$ cat src/rtl/spi_resp_pkg.sv
// Shared types and helpers for the SPI sensor responder.
// Holds the FSM state encoding, default frame geometry and the frame builder.
package spi_resp_pkg;

  typedef enum logic [1:0] {
    ST_IDLE  = 2'd0,
    ST_SHIFT = 2'd1,
    ST_DONE  = 2'd2
  } state_e;

  localparam int DEF_DATA_W     = 8;
  localparam int DEF_LEAD_ZEROS = 3;
  localparam int DEF_FRAME_LEN  = 16;

  // Widest frame the builder can produce; callers truncate to their FRAME_LEN.
  localparam int MAX_FRAME_LEN  = 64;

  // Place the value below the leading zeros and above the trailing zeros.
  // Bit FRAME_LEN-1 of the truncated result is the first bit on the wire.
  function automatic logic [MAX_FRAME_LEN-1:0] build_frame(
    input logic [MAX_FRAME_LEN-1:0] value,
    input int                       trail
  );
    return value << trail;
  endfunction

endpackage

$ cat src/rtl/spi_in_sync.sv
// Multi-flop synchronizer for one asynchronous SPI input, followed by a
// single edge-detect flop. level/rise/fall appear SYNC_STAGES+1 clk cycles
// after the pin changes (counting the registered action in the consumer).
module spi_in_sync #(
  parameter int   SYNC_STAGES = 2,
  parameter logic RESET_VAL   = 1'b0
) (
  input  logic clk,
  input  logic rst,
  input  logic din,
  output logic level,
  output logic rise,
  output logic fall
);

  logic [SYNC_STAGES-1:0] sync_q, sync_d;
  logic                   prev_q, prev_d;

  // Shift the raw pin into the chain and remember the previous synchronized level.
  always_comb begin
    sync_d = {sync_q[SYNC_STAGES-2:0], din};
    prev_d = sync_q[SYNC_STAGES-1];
  end

  // Synchronizer and edge-detect registers; reset to the line's idle level.
  always_ff @(posedge clk) begin
    if (rst) begin
      sync_q <= {SYNC_STAGES{RESET_VAL}};
      prev_q <= RESET_VAL;
    end else begin
      sync_q <= sync_d;
      prev_q <= prev_d;
    end
  end

  assign level = sync_q[SYNC_STAGES-1];
  assign rise  = level & ~prev_q;
  assign fall  = ~level & prev_q;

endmodule

$ cat src/rtl/spi_sensor_responder.sv
// SPI mode-0 responder emulating the ambient-light sensor ADC frame.
// Each cs-low window shifts {LEAD_ZEROS zeros, value, trailing zeros} out on
// miso, MSB first, advancing on synchronized sclk falling edges.
// Optional build macro SPI_RESP_FRAME_CNT_EN adds frame_count and overrun.
//
// Handshake: sample_data is transferred on any clk edge where sample_valid
// and sample_ready are both high; sample_ready is high exactly while the
// one-entry holding register is empty. A frame start empties the holding
// register on the same edge, and a value accepted on that edge is kept for
// the following frame.
module spi_sensor_responder
  import spi_resp_pkg::*;
#(
  parameter int SYNC_STAGES = 2,
  parameter int DATA_W      = DEF_DATA_W,
  parameter int LEAD_ZEROS  = DEF_LEAD_ZEROS,
  parameter int FRAME_LEN   = DEF_FRAME_LEN
) (
  input  logic              clk,
  input  logic              rst,
  input  logic [DATA_W-1:0] sample_data,
  input  logic              sample_valid,
  output logic              sample_ready,
  input  logic              sclk,
  input  logic              cs,
  output logic              miso,
  output logic              miso_oe,
  output logic              frame_done,
`ifdef SPI_RESP_FRAME_CNT_EN
  output logic [15:0]       frame_count,
  output logic              overrun,
`endif
  output logic              frame_abort
);

  localparam int                 IDX_W    = $clog2(FRAME_LEN);
  localparam int                 TRAIL    = FRAME_LEN - LEAD_ZEROS - DATA_W;
  localparam logic [IDX_W-1:0]   LAST_IDX = IDX_W'(FRAME_LEN - 1);

  state_e                 state_q, state_d;
  logic [FRAME_LEN-1:0]   shift_q, shift_d;
  logic [IDX_W-1:0]       idx_q, idx_d;
  logic [DATA_W-1:0]      hold_q, hold_d;
  logic                   hold_full_q, hold_full_d;
  logic [DATA_W-1:0]      last_q, last_d;
  logic                   done_q, done_d;
  logic                   abort_q, abort_d;
  logic [DATA_W-1:0]      frame_val;

  logic cs_lvl, cs_rise, cs_fall;
  logic sclk_fall;
  // The master samples on sclk rising edges; the responder has no use for
  // them or for the raw synchronized sclk level.
  logic sclk_level_unused, sclk_rise_unused;

  spi_in_sync #(.SYNC_STAGES(SYNC_STAGES), .RESET_VAL(1'b0)) u_sync_sclk (
    .clk   (clk),
    .rst   (rst),
    .din   (sclk),
    .level (sclk_level_unused),
    .rise  (sclk_rise_unused),
    .fall  (sclk_fall)
  );

  // cs idles high, so its synchronizer resets high to avoid a false frame start.
  spi_in_sync #(.SYNC_STAGES(SYNC_STAGES), .RESET_VAL(1'b1)) u_sync_cs (
    .clk   (clk),
    .rst   (rst),
    .din   (cs),
    .level (cs_lvl),
    .rise  (cs_rise),
    .fall  (cs_fall)
  );

  // Next-state, frame loading/shifting and holding-register handshake.
  always_comb begin
    state_d     = state_q;
    shift_d     = shift_q;
    idx_d       = idx_q;
    hold_d      = hold_q;
    hold_full_d = hold_full_q;
    last_d      = last_q;
    done_d      = 1'b0;
    abort_d     = 1'b0;
    frame_val   = hold_full_q ? hold_q : last_q;

    case (state_q)
      ST_IDLE: begin
        if (cs_fall) begin
          // Fresh value if one is waiting, otherwise repeat the last one.
          last_d      = frame_val;
          hold_full_d = 1'b0;
          shift_d     = FRAME_LEN'(build_frame(MAX_FRAME_LEN'(frame_val), TRAIL));
          idx_d       = '0;
          state_d     = ST_SHIFT;
        end
      end
      ST_SHIFT: begin
        if (cs_lvl) begin
          // In SHIFT cs was low, so a high level here is its rising edge.
          state_d = ST_IDLE;
          abort_d = cs_rise;
        end else if (sclk_fall) begin
          if (idx_q == LAST_IDX) begin
            state_d = ST_DONE;
            done_d  = 1'b1;
          end else begin
            idx_d   = idx_q + IDX_W'(1);
            shift_d = {shift_q[FRAME_LEN-2:0], 1'b0};
          end
        end
      end
      ST_DONE: begin
        if (cs_lvl) state_d = ST_IDLE;
      end
      default: state_d = ST_IDLE;
    endcase

    // Uses the pre-frame-start fullness, so a same-edge offer waits a cycle
    // when the register was full and lands for the next frame otherwise.
    if (sample_valid && !hold_full_q) begin
      hold_d      = sample_data;
      hold_full_d = 1'b1;
    end
  end

  // State and datapath registers.
  always_ff @(posedge clk) begin
    if (rst) begin
      state_q     <= ST_IDLE;
      shift_q     <= '0;
      idx_q       <= '0;
      hold_q      <= '0;
      hold_full_q <= 1'b0;
      last_q      <= '0;
      done_q      <= 1'b0;
      abort_q     <= 1'b0;
    end else begin
      state_q     <= state_d;
      shift_q     <= shift_d;
      idx_q       <= idx_d;
      hold_q      <= hold_d;
      hold_full_q <= hold_full_d;
      last_q      <= last_d;
      done_q      <= done_d;
      abort_q     <= abort_d;
    end
  end

  assign sample_ready = ~hold_full_q;
  assign miso_oe      = (state_q != ST_IDLE);
  assign miso         = (state_q == ST_SHIFT) & shift_q[FRAME_LEN-1];
  assign frame_done   = done_q;
  assign frame_abort  = abort_q;

`ifdef SPI_RESP_FRAME_CNT_EN
  logic [15:0] frame_count_q, frame_count_d;
  logic        overrun_q, overrun_d;

  // Count completed frames (wrapping) and flag any frame that had to repeat.
  always_comb begin
    frame_count_d = frame_count_q + (done_d ? 16'd1 : 16'd0);
    overrun_d     = overrun_q | ((state_q == ST_IDLE) & cs_fall & ~hold_full_q);
  end

  // Statistics registers; only reset clears them.
  always_ff @(posedge clk) begin
    if (rst) begin
      frame_count_q <= '0;
      overrun_q     <= 1'b0;
    end else begin
      frame_count_q <= frame_count_d;
      overrun_q     <= overrun_d;
    end
  end

  assign frame_count = frame_count_q;
  assign overrun     = overrun_q;
`endif

endmodule

$ cat config.mk
export PLATFORM = sky130hd
export DESIGN_NAME = spi_sensor_responder
export DESIGN_NICKNAME = d
export VERILOG_FILES = /design/src/rtl/spi_resp_pkg.sv /design/src/rtl/spi_in_sync.sv /design/src/rtl/spi_sensor_responder.sv
export SDC_FILE = /design/constraint.sdc
export NUM_CORES = 1
export LEC_CHECK = 0
export CAP_MARGIN = 20
export CORE_MARGIN = 2
export CORE_UTILIZATION = 49
export CTS_CLUSTER_SIZE = 24
export DETAILED_ROUTE_END_ITERATION = 12
export GPL_TIMING_DRIVEN = 0
export PLACE_DENSITY = 0.79
export SLEW_MARGIN = 20
export SYNTH_ARGS = -nofsm -noshare
export SYNTH_HDL_FRONTEND = slang
export SYNTH_HIERARCHICAL = 1
export SYNTH_SLANG_ARGS = --single-unit
export TNS_END_PERCENT = 50
$ cat constraint.sdc
create_clock -name clk -period 1.45 [get_ports clk]
set_input_delay 0.3625 -clock clk [delete_from_list [all_inputs] [get_ports clk]]
set_output_delay 0.3625 -clock clk [all_outputs]
set_load 0.1 [all_outputs]
==> results.sh, run 1 <==
export IMPL_die_y_um=63.4
export IMPL_cts_htree_levels=2
export IMPL_path_cells="ha_2 > nand3_2 > a41o_4 > buf_6 > o211ai_1 > a21oi_2"
export IMPL_outcome="finished with violations"
export IMPL_drc=0
export IMPL_syn_area_um2=1730
export IMPL_grt_max_degree=13
export IMPL_period_minus_slack_ps=1560
export IMPL_failed_checks="negative setup slack"
export IMPL_portBuffers=17
export IMPL_pre_cts_slack_ps=-905
export IMPL_drive_gt1_share_pct=36.7
export IMPL_crit_path_start_kind="flop"
export IMPL_clockBufferDepth=2
export IMPL_antenna_found_initial=0
export IMPL_cp_arrival_ps=1810
export IMPL_cts_sinks=42
export IMPL_dieArea_um2=4010
export IMPL_tightestPinTransition_ps=453
export IMPL_core_rowCount=21
export IMPL_setup_tns_final_ps=-1110
export IMPL_ys_warn_count=6
export IMPL_syn_inst=190
export IMPL_slowest_stage="dfxtp_2"
export IMPL_critPathKind="flop to flop"
export IMPL_fin_util_pct=70.5
export IMPL_worstPathMaxFanout=5
export IMPL_hold_path_depth=2
export IMPL_crit_path_end_kind="flop"
export IMPL_drtIter0Drc=71
export IMPL_track_usage_pct=19.3
export IMPL_wl_per_cell_um=13.7
export IMPL_cp_endpoint="shift_q[9]$_SDFFE_PP0P_"
export IMPL_max_cap_viol_count=0
export IMPL_place_gp_congestion=0.840
export IMPL_p_leak_uw=0.000936
export IMPL_finalSetupViolations=18
export IMPL_core_area_um2=3360
export IMPL_nNetsFinal=242
export IMPL_dr_pass1_iters=4
export IMPL_ant_nets=0
export IMPL_drv_slew=0
export IMPL_hpwl_um=2160
export IMPL_wirelength_um=3780
export IMPL_reg2regPathDepth=6
export IMPL_rsz0062_at_grt="yes"
export IMPL_finalClockSkew_ps=1.39
export IMPL_path_clk_slew_ps=120
export IMPL_num_io_pins=18
export IMPL_root_buffer="clkbuf_4"
export IMPL_cts_made_buffers=5
export IMPL_insertedDiodeCount=0
export IMPL_finalHoldViolations=0
export IMPL_syn_nets=204
export IMPL_viasPerCell=5.25
export IMPL_cpPeakStageDelay_ps=390
export IMPL_overflow=0
export IMPL_crit_start="idx_q[1]$_SDFFE_PP0P_"
export IMPL_vias=1443
export IMPL_power_density_nw_per_um2=910
export IMPL_ir_drop_mv=0.763
export IMPL_syn2layout_area_growth_pct=37.4
export IMPL_min_period_over_period_pct=107
export IMPL_initial_core_util_pct=51.3
export IMPL_grt_pass1_vias=1386
export IMPL_cts_tree="yes"
export IMPL_setup_slack_ps=-108
export IMPL_cp_required_ps=1700
export IMPL_grt_first_pass_wirelength_um=6070
export IMPL_reg2reg_from="idx_q[1]$_SDFFE_PP0P_"
export IMPL_reg2reg_to="shift_q[9]$_SDFFE_PP0P_"
export IMPL_clock_latency_ps=350
export IMPL_relSlewSlack_pct=69.8
export IMPL_synth_avg_cell_area_um2=9.09
export IMPL_hold_path_class="primary input to flop"
export IMPL_max_freq_ghz=0.642
export IMPL_die_w_um=63.4
export IMPL_fill_cells=270
export IMPL_r2r_slack_ps=-110
-- repair_timing --
item | CTS | global route
setup buffers | 11 | 2
endpoints found under the hold margin | 0 | 0
hold buffers | 0 | 0
gates cloned | 2 | 1
pin swaps | 15 | 16
endpoints found under the setup margin | 31 | 35
resized for setup | 69 | 39
-- worst min path at each step --
stage / start / endpoint / slack, ps
3_5_place_dp: u_sync_cs/sync_q[0]$_SDFF_PP1_ / u_sync_cs/sync_q[1]$_SDFF_PP1_ / 400
5_1_grt: rst / u_sync_sclk/sync_q[0]$_SDFF_PP0_ / 310
2_1_floorplan: u_sync_cs/sync_q[0]$_SDFF_PP1_ / u_sync_cs/sync_q[1]$_SDFF_PP1_ / 380
4_1_cts: u_sync_cs/sync_q[0]$_SDFF_PP1_ / u_sync_cs/sync_q[1]$_SDFF_PP1_ / 430
3_3_place_gp: u_sync_cs/sync_q[0]$_SDFF_PP1_ / u_sync_cs/sync_q[1]$_SDFF_PP1_ / 390
6_report: rst / u_sync_sclk/sync_q[1]$_SDFF_PP0_ / 290
-- final cells by class --
| cell class | count | area [um2] | area share, % |
|---|---|---|---|
| multi-input combinational | 133 | 945 | 39.8 |
| sequential | 42 | 856 | 36.1 |
| timing repair buffer | 33 | 344 | 14.5 |
| buffer | 10 | 80.1 | 3.38 |
| clock buffer | 8 | 78.8 | 3.32 |
| tap | 46 | 57.6 | 2.43 |
| inverter | 3 | 11.3 | 0.475 |
-- power by group --
part,internal (uW),total (uW),switching (uW)
clock network,332,702,370
registers,1180,1200,20.3
logic,130,259,129
-- stage by stage --
step           instances  hold slack [ps]  instance area (um2)  total power [uW]
6_report             275              292                 2370              2160
5_1_grt              275              315                 2370              2250
4_1_cts              274              427                 2240              2150
3_5_place_dp         253              400                 1960              1420
3_3_place_gp         253              386                 1960              1420
2_1_floorplan        190              383                 1730              1350
-- critical path, delay by kind of cell (launching register included) --
family | cells | cell delay, ps
buffers and inverters | 1 | 130
adders and majority gates | 1 | 240
and+or+nand+nor | 1 | 140
AOI/OAI and AO/OA | 3 | 560
DFF | 1 | 390
-- cell usage in the layout, fill, tap and decap left out, types with 7 or more instances in the layout --
cell type	instances
dfxtp_1	36
nand2_1	27
mux2i_1	16
buf_4	12
a21oi_2	11
nor2_1	11
clkdlybuf4s50_1	11
buf_6	10
a21oi_1	9
o211ai_1	8
nand2_2	7
-- registers in the layout, summed over array words and instances, names as in the netlist --
register / count
last_q: 8
hold_full_q: 1
shift_q: 11
frame_done: 1
hold_q: 8
u_sync_cs/sync_q: 2
u_sync_sclk/sync_q: 2
state_q: 2
idx_q: 4
u_sync_cs/prev_q: 1
frame_abort: 1
u_sync_sclk/prev_q: 1
-- per-layer routing --
metal / track usage (%) / vias up / routed length [um]
met5: 0 / - / 0
met4: 8.15 / 0 / 68
met3: 5.54 / 9 / 139
met2: 32.6 / 26 / 1900
met1: 22.8 / 683 / 1670
li1: - / 725 / -
Power figures use the tool's default switching activity.
==> inputs of run 2 (changes only) <==
--- a/config.mk
+++ b/config.mk
@@ -6,7 +6,6 @@
 export NUM_CORES = 1
 export LEC_CHECK = 0
 export CAP_MARGIN = 20
-export CORE_MARGIN = 2
 export CORE_UTILIZATION = 49
 export CTS_CLUSTER_SIZE = 24
 export DETAILED_ROUTE_END_ITERATION = 12
==> run 2 against run 1 <==
  * The run still ends with negative setup slack left
  * First-iteration DRC count rose by 18%
  * Worst setup slack worse by 5.3 ps
  * Utilization decreased by 1.3 points
  * Register-to-register slack about the same
  * Critical path depth fell by 3
  * Global-route usage grew 2.1 points
  * Power is 12% higher
  * Clock power up 37%
  * Final area is 1.9% lower
  * Largest cell class unchanged
==> results.sh, run 2 (synthesis gave the netlist of run 1 again) <==
export IMPL_setup_slack_ps=-114
export IMPL_dr_pass1_iters=4
export IMPL_largest_reg_flops=11
export IMPL_crit_path_end_kind="primary output"
export IMPL_setup_tns_final_ps=-1080
export IMPL_overflow=0
export IMPL_swShare_pct=21.7
export IMPL_final_common_cell="dfxtp_1"
export IMPL_hpwl_um=2200
export IMPL_finalSetupViolations=17
export IMPL_core_area_um2=3360
export IMPL_die_y_um=61.4
export IMPL_cp_required_ps=1090
export IMPL_fin_util_pct=69.2
export IMPL_finalClockSkew_ps=12.8
export IMPL_reg2reg_from="u_sync_cs/sync_q[1]$_SDFF_PP1_"
export IMPL_die_w_um=61.4
export IMPL_cp_arrival_ps=1200
export IMPL_cts_made_buffers=5
export IMPL_portBuffers=17
export IMPL_drive_gt1_share_pct=32.3
export IMPL_crit_start="state_q[0]$_SDFFE_PP0P_"
export IMPL_grt_pass1_vias=1275
export IMPL_grt_busiest_layer="met2"
export IMPL_track_usage_pct=21.5
export IMPL_crit_path_start_kind="flop"
export IMPL_cts_tree="yes"
export IMPL_drc=0
export IMPL_vias=1437
export IMPL_clock_latency_ps=360
export IMPL_min_period_over_period_pct=108
export IMPL_cts_sinks=42
export IMPL_period_minus_slack_ps=1560
export IMPL_finalHoldViolations=0
export IMPL_max_cap_viol_count=0
export IMPL_path_clk_slew_ps=120
export IMPL_ant_nets=0
export IMPL_p_int_uw=1880
export IMPL_worstPathMaxFanout=4
export IMPL_clockBufferDepth=2
export IMPL_outcome="finished with violations"
export IMPL_failed_checks="negative setup slack"
export IMPL_cts_htree_levels=2
export IMPL_final_cell_mix="36 x dfxtp_1, 29 x nand2_1, 16 x mux2i_1"
export IMPL_combinationalPowerShare_pct=10.3
export IMPL_grt_use_met1_pct=25.5
export IMPL_core_rowCount=21
export IMPL_antenna_found_initial=0
export IMPL_p_sw_uw=523
export IMPL_drv_slew=0
export IMPL_place_gp_congestion=0.771
export IMPL_insertedDiodeCount=0
export IMPL_critPathKind="flop to primary output"
export IMPL_postCtsHoldBufs=0
export IMPL_seqPwrFrac_pct=49.7
export IMPL_tightestPinTransition_ps=330
export IMPL_rsz0062_at_grt="yes"
export IMPL_relSlewSlack_pct=78.0
export IMPL_dieArea_um2=3770
export IMPL_grt_first_pass_wirelength_um=5750
export IMPL_viasPerCell=5.28
export IMPL_clockPowerShare_pct=40.0
export IMPL_drtIter0Drc=84
export IMPL_root_buffer="clkbuf_4"
export IMPL_top_regs="shift_q x11, hold_q x8, last_q x8"
export IMPL_power_density_nw_per_um2=1030
export IMPL_syn2layout_area_growth_pct=34.8
export IMPL_p_leak_uw=0.000905
export IMPL_max_freq_ghz=0.640
export IMPL_pre_cts_slack_ps=-922
export IMPL_ir_drop_mv=0.701
export IMPL_hp_start="u_sync_cs/sync_q[0]$_SDFF_PP1_"
export IMPL_use_met3_pct=6.72
export IMPL_regMostFlops="shift_q"
export IMPL_wirelength_um=3590
export IMPL_num_io_pins=18
export IMPL_nNetsFinal=239
export IMPL_met2_usage_pct=34.6
export IMPL_wl_per_cell_um=13.2
export IMPL_initial_core_util_pct=51.3
export IMPL_hold_path_class="flop to flop"
export IMPL_grt_max_degree=14
-- run 2: stage by stage --
step,instances,hold slack (ps),power [uW],cell area [um2]
2_1_floorplan,190,383,1350,1730
3_3_place_gp,253,386,1420,1960
3_5_place_dp,253,409,1420,1960
4_1_cts,273,438,2400,2260
5_1_grt,272,460,2500,2330
6_report,272,445,2410,2330
-- run 2: path summary, 6_finish.rpt --
path | to | slack, ps | cells after the start
setup / recovery | miso | -110 | 3
setup reg to reg | idx_q[1]$_SDFFE_PP0P_ | -100 | 7
hold reg to reg | u_sync_cs/sync_q[1]$_SDFF_PP1_ | 440 | 1
hold / removal | u_sync_cs/sync_q[1]$_SDFF_PP1_ | 440 | 1
-- run 2: layer usage --
metal	up-vias	wire [um]
met4	0	76
li1	722	-
met1	670	1600
met5	-	0
met2	37	1760
met3	8	165
-- run 2: cell type report --
type                       count  area (um2)
fill                         295        1040
multi-input combinational    133         902
sequential                    42         856
timing repair buffer          30         308
buffer                        10        78.8
clock inverter                 2        60.1
tap                           46        57.6
clock buffer                   6        51.3
inverter                       3        13.8
-- run 2: power by group through the flow --
stage	clock network (uW)	logic, uW	registers, uW
floorplan	0	132	1220
global placement	0	191	1220
detailed placement	0	195	1230
CTS	973	237	1190
global route	1030	268	1200
finish	962	249	1200
-- run 2: worst max-delay path, cell delays in order, from the launching register on --
cell and delay, ps:
dfxtp_4 380, nor2b_4 150, and2_4 160, buf_12 160
-- run 2: timing repair --
item	in CTS	in global routing
gates resized for setup	68	28
pin swaps	8	13
setup buffers	11	0
setup endpoints to repair	31	34
gates cloned	1	1
==> inputs of run 3 (changes only) <==
--- a/config.mk
+++ b/config.mk
@@ -11,6 +11,8 @@
 export DETAILED_ROUTE_END_ITERATION = 12
 export GPL_TIMING_DRIVEN = 0
 export PLACE_DENSITY = 0.79
+export RECOVER_POWER = 100
+export SKIP_CTS_REPAIR_TIMING = 1
 export SLEW_MARGIN = 20
 export SYNTH_ARGS = -nofsm -noshare
 export SYNTH_HDL_FRONTEND = slang
==> run 3 against run 2 <==
  * The run still ends with negative setup slack left
  * Flip-flop and latch count did not move
  * Sequential share of layout area down 0.41 points
  * Final cell count up 1.8%
  * Critical path depth is 1 higher
  * First-iteration DRC count down 18%
  * Sequential power barely moved
==> results.sh, run 3 (synthesis gave the netlist of run 1 again) <==
export IMPL_outcome="finished with violations"
export IMPL_failed_checks="negative setup slack"
export IMPL_cts_made_buffers=5
export IMPL_pre_cts_slack_ps=-922
export IMPL_finalSetupViolations=17
export IMPL_crit_path_start_kind="flop"
export IMPL_vias=1459
export IMPL_critPathTopFamily="flip-flops"
export IMPL_period_minus_slack_ps=1620
export IMPL_p_int_uw=1890
export IMPL_crit_buf_inv=2
export IMPL_num_io_pins=18
export IMPL_p_sw_uw=510
export IMPL_regMostFlops="shift_q"
export IMPL_reg2reg_from="idx_q[0]$_SDFFE_PP0P_"
export IMPL_die_y_um=61.4
export IMPL_die_w_um=61.4
export IMPL_finalClockSkew_ps=14.9
export IMPL_rsz0062_at_grt="yes"
export IMPL_min_period_over_period_pct=112
export IMPL_ir_drop_mv=0.772
export IMPL_clockPowerShare_pct=39.7
export IMPL_drive_gt1_share_pct=30.7
export IMPL_ant_nets=0
export IMPL_final_cell_mix="38 x dfxtp_1, 34 x nand2_1, 16 x mux2i_1"
export IMPL_hpwl_um=2200
export IMPL_viasPerCell=5.27
export IMPL_relSlewSlack_pct=67.7
export IMPL_max_freq_ghz=0.616
export IMPL_combinationalPowerShare_pct=10.4
export IMPL_cts_htree_levels=2
export IMPL_core_rowCount=21
export IMPL_top_regs="shift_q x11, hold_q x8, last_q x8"
export IMPL_grt_pass1_vias=1160
export IMPL_cpPeakStageDelay_ps=370
export IMPL_dr_pass1_iters=4
export IMPL_crit_path_end_kind="primary output"
export IMPL_clock_latency_ps=350
export IMPL_hp_start="rst"
export IMPL_worstPathMaxFanout=6
export IMPL_cts_tree="yes"
export IMPL_drtIter0Drc=69
export IMPL_setup_slack_ps=-174
export IMPL_grt_first_pass_wirelength_um=5250
export IMPL_portBuffers=17
export IMPL_largest_reg_flops=11
export IMPL_syn2layout_area_growth_pct=35.5
export IMPL_clockBufferDepth=2
export IMPL_swShare_pct=21.3
export IMPL_cp_required_ps=1090
export IMPL_final_common_cell="dfxtp_1"
export IMPL_cts_sinks=42
export IMPL_wirelength_um=3540
export IMPL_root_buffer="clkbuf_4"
export IMPL_insertedDiodeCount=0
export IMPL_grt_max_degree=14
export IMPL_power_total_uw=2400
export IMPL_p_leak_uw=0.000932
export IMPL_wl_per_cell_um=12.8
export IMPL_place_gp_congestion=0.771
export IMPL_crit_start="state_q[0]$_SDFFE_PP0P_"
export IMPL_antenna_found_initial=0
export IMPL_tightestPinTransition_ps=484
export IMPL_max_cap_viol_count=0
export IMPL_initial_core_util_pct=51.3
export IMPL_track_usage_pct=19.6
export IMPL_slowest_stage="dfxtp_4"
export IMPL_cp_arrival_ps=1260
export IMPL_core_area_um2=3360
export IMPL_seqPwrFrac_pct=49.9
export IMPL_critPathKind="flop to primary output"
export IMPL_power_density_nw_per_um2=1030
export IMPL_dieArea_um2=3770
export IMPL_nNetsFinal=244
export IMPL_overflow=0
export IMPL_hold_path_class="primary input to flop"
export IMPL_drc=0
export IMPL_finalHoldViolations=0
export IMPL_path_cells="nor2b_4 > buf_6 > and2_4 > buf_12"
export IMPL_fill_cells=292
export IMPL_drv_slew=0
export IMPL_path_clk_slew_ps=120
-- run 3: power by group through the flow --
stage	Combinational [uW]	Clock [uW]	Sequential, uW
2_1_floorplan	132	0	1220
3_3_place_gp	191	0	1220
3_5_place_dp	195	0	1230
4_1_cts	196	973	1200
5_1_grt	269	1030	1200
6_report	249	952	1200
-- run 3: layout make-up --
| class | instances | area [um2] | area share (%) |
|---|---|---|---|
| buffer | 11 | 88.8 | 3.80 |
| inverter | 3 | 13.8 | 0.588 |
| tap | 46 | 57.6 | 2.46 |
| sequential | 42 | 851 | 36.4 |
| timing repair buffer | 34 | 328 | 14.0 |
| multi-input combinational | 133 | 890 | 38.0 |
| clock inverter | 2 | 60.1 | 2.57 |
| clock buffer | 6 | 51.3 | 2.19 |
-- run 3: path summary, 6_finish.rpt --
path,slack [ps],cells after the start,to
min,310,2,u_sync_sclk/sync_q[1]$_SDFF_PP0_
min reg2reg,440,1,u_sync_cs/sync_q[1]$_SDFF_PP1_
max reg2reg,-70,6,shift_q[9]$_SDFFE_PP0P_
max,-170,4,miso
-- run 3: per-stage QoR --
stage | setup TNS [ps] | std cells | util, % | hold WS (ps) | area (um2)
CTS | -8550 | 261 | 61.5 | 438 | 2070
finish | -936 | 277 | 69.6 | 307 | 2340
floorplan | -20.3 | 190 | - | 383 | 1730
global placement | -14900 | 253 | 58.1 | 386 | 1960
detailed placement | -15780 | 253 | 58.1 | 409 | 1960
global route | -2980 | 277 | 69.6 | 326 | 2340
-- run 3: routing by layer --
layer,share of wire [%],GRT usage (%),up-vias
li1,-,-,733
met1,44,24.1,685
met2,51,31.5,35
met3,3.9,6.30,6
met4,1.7,8.57,0
met5,0,0,-
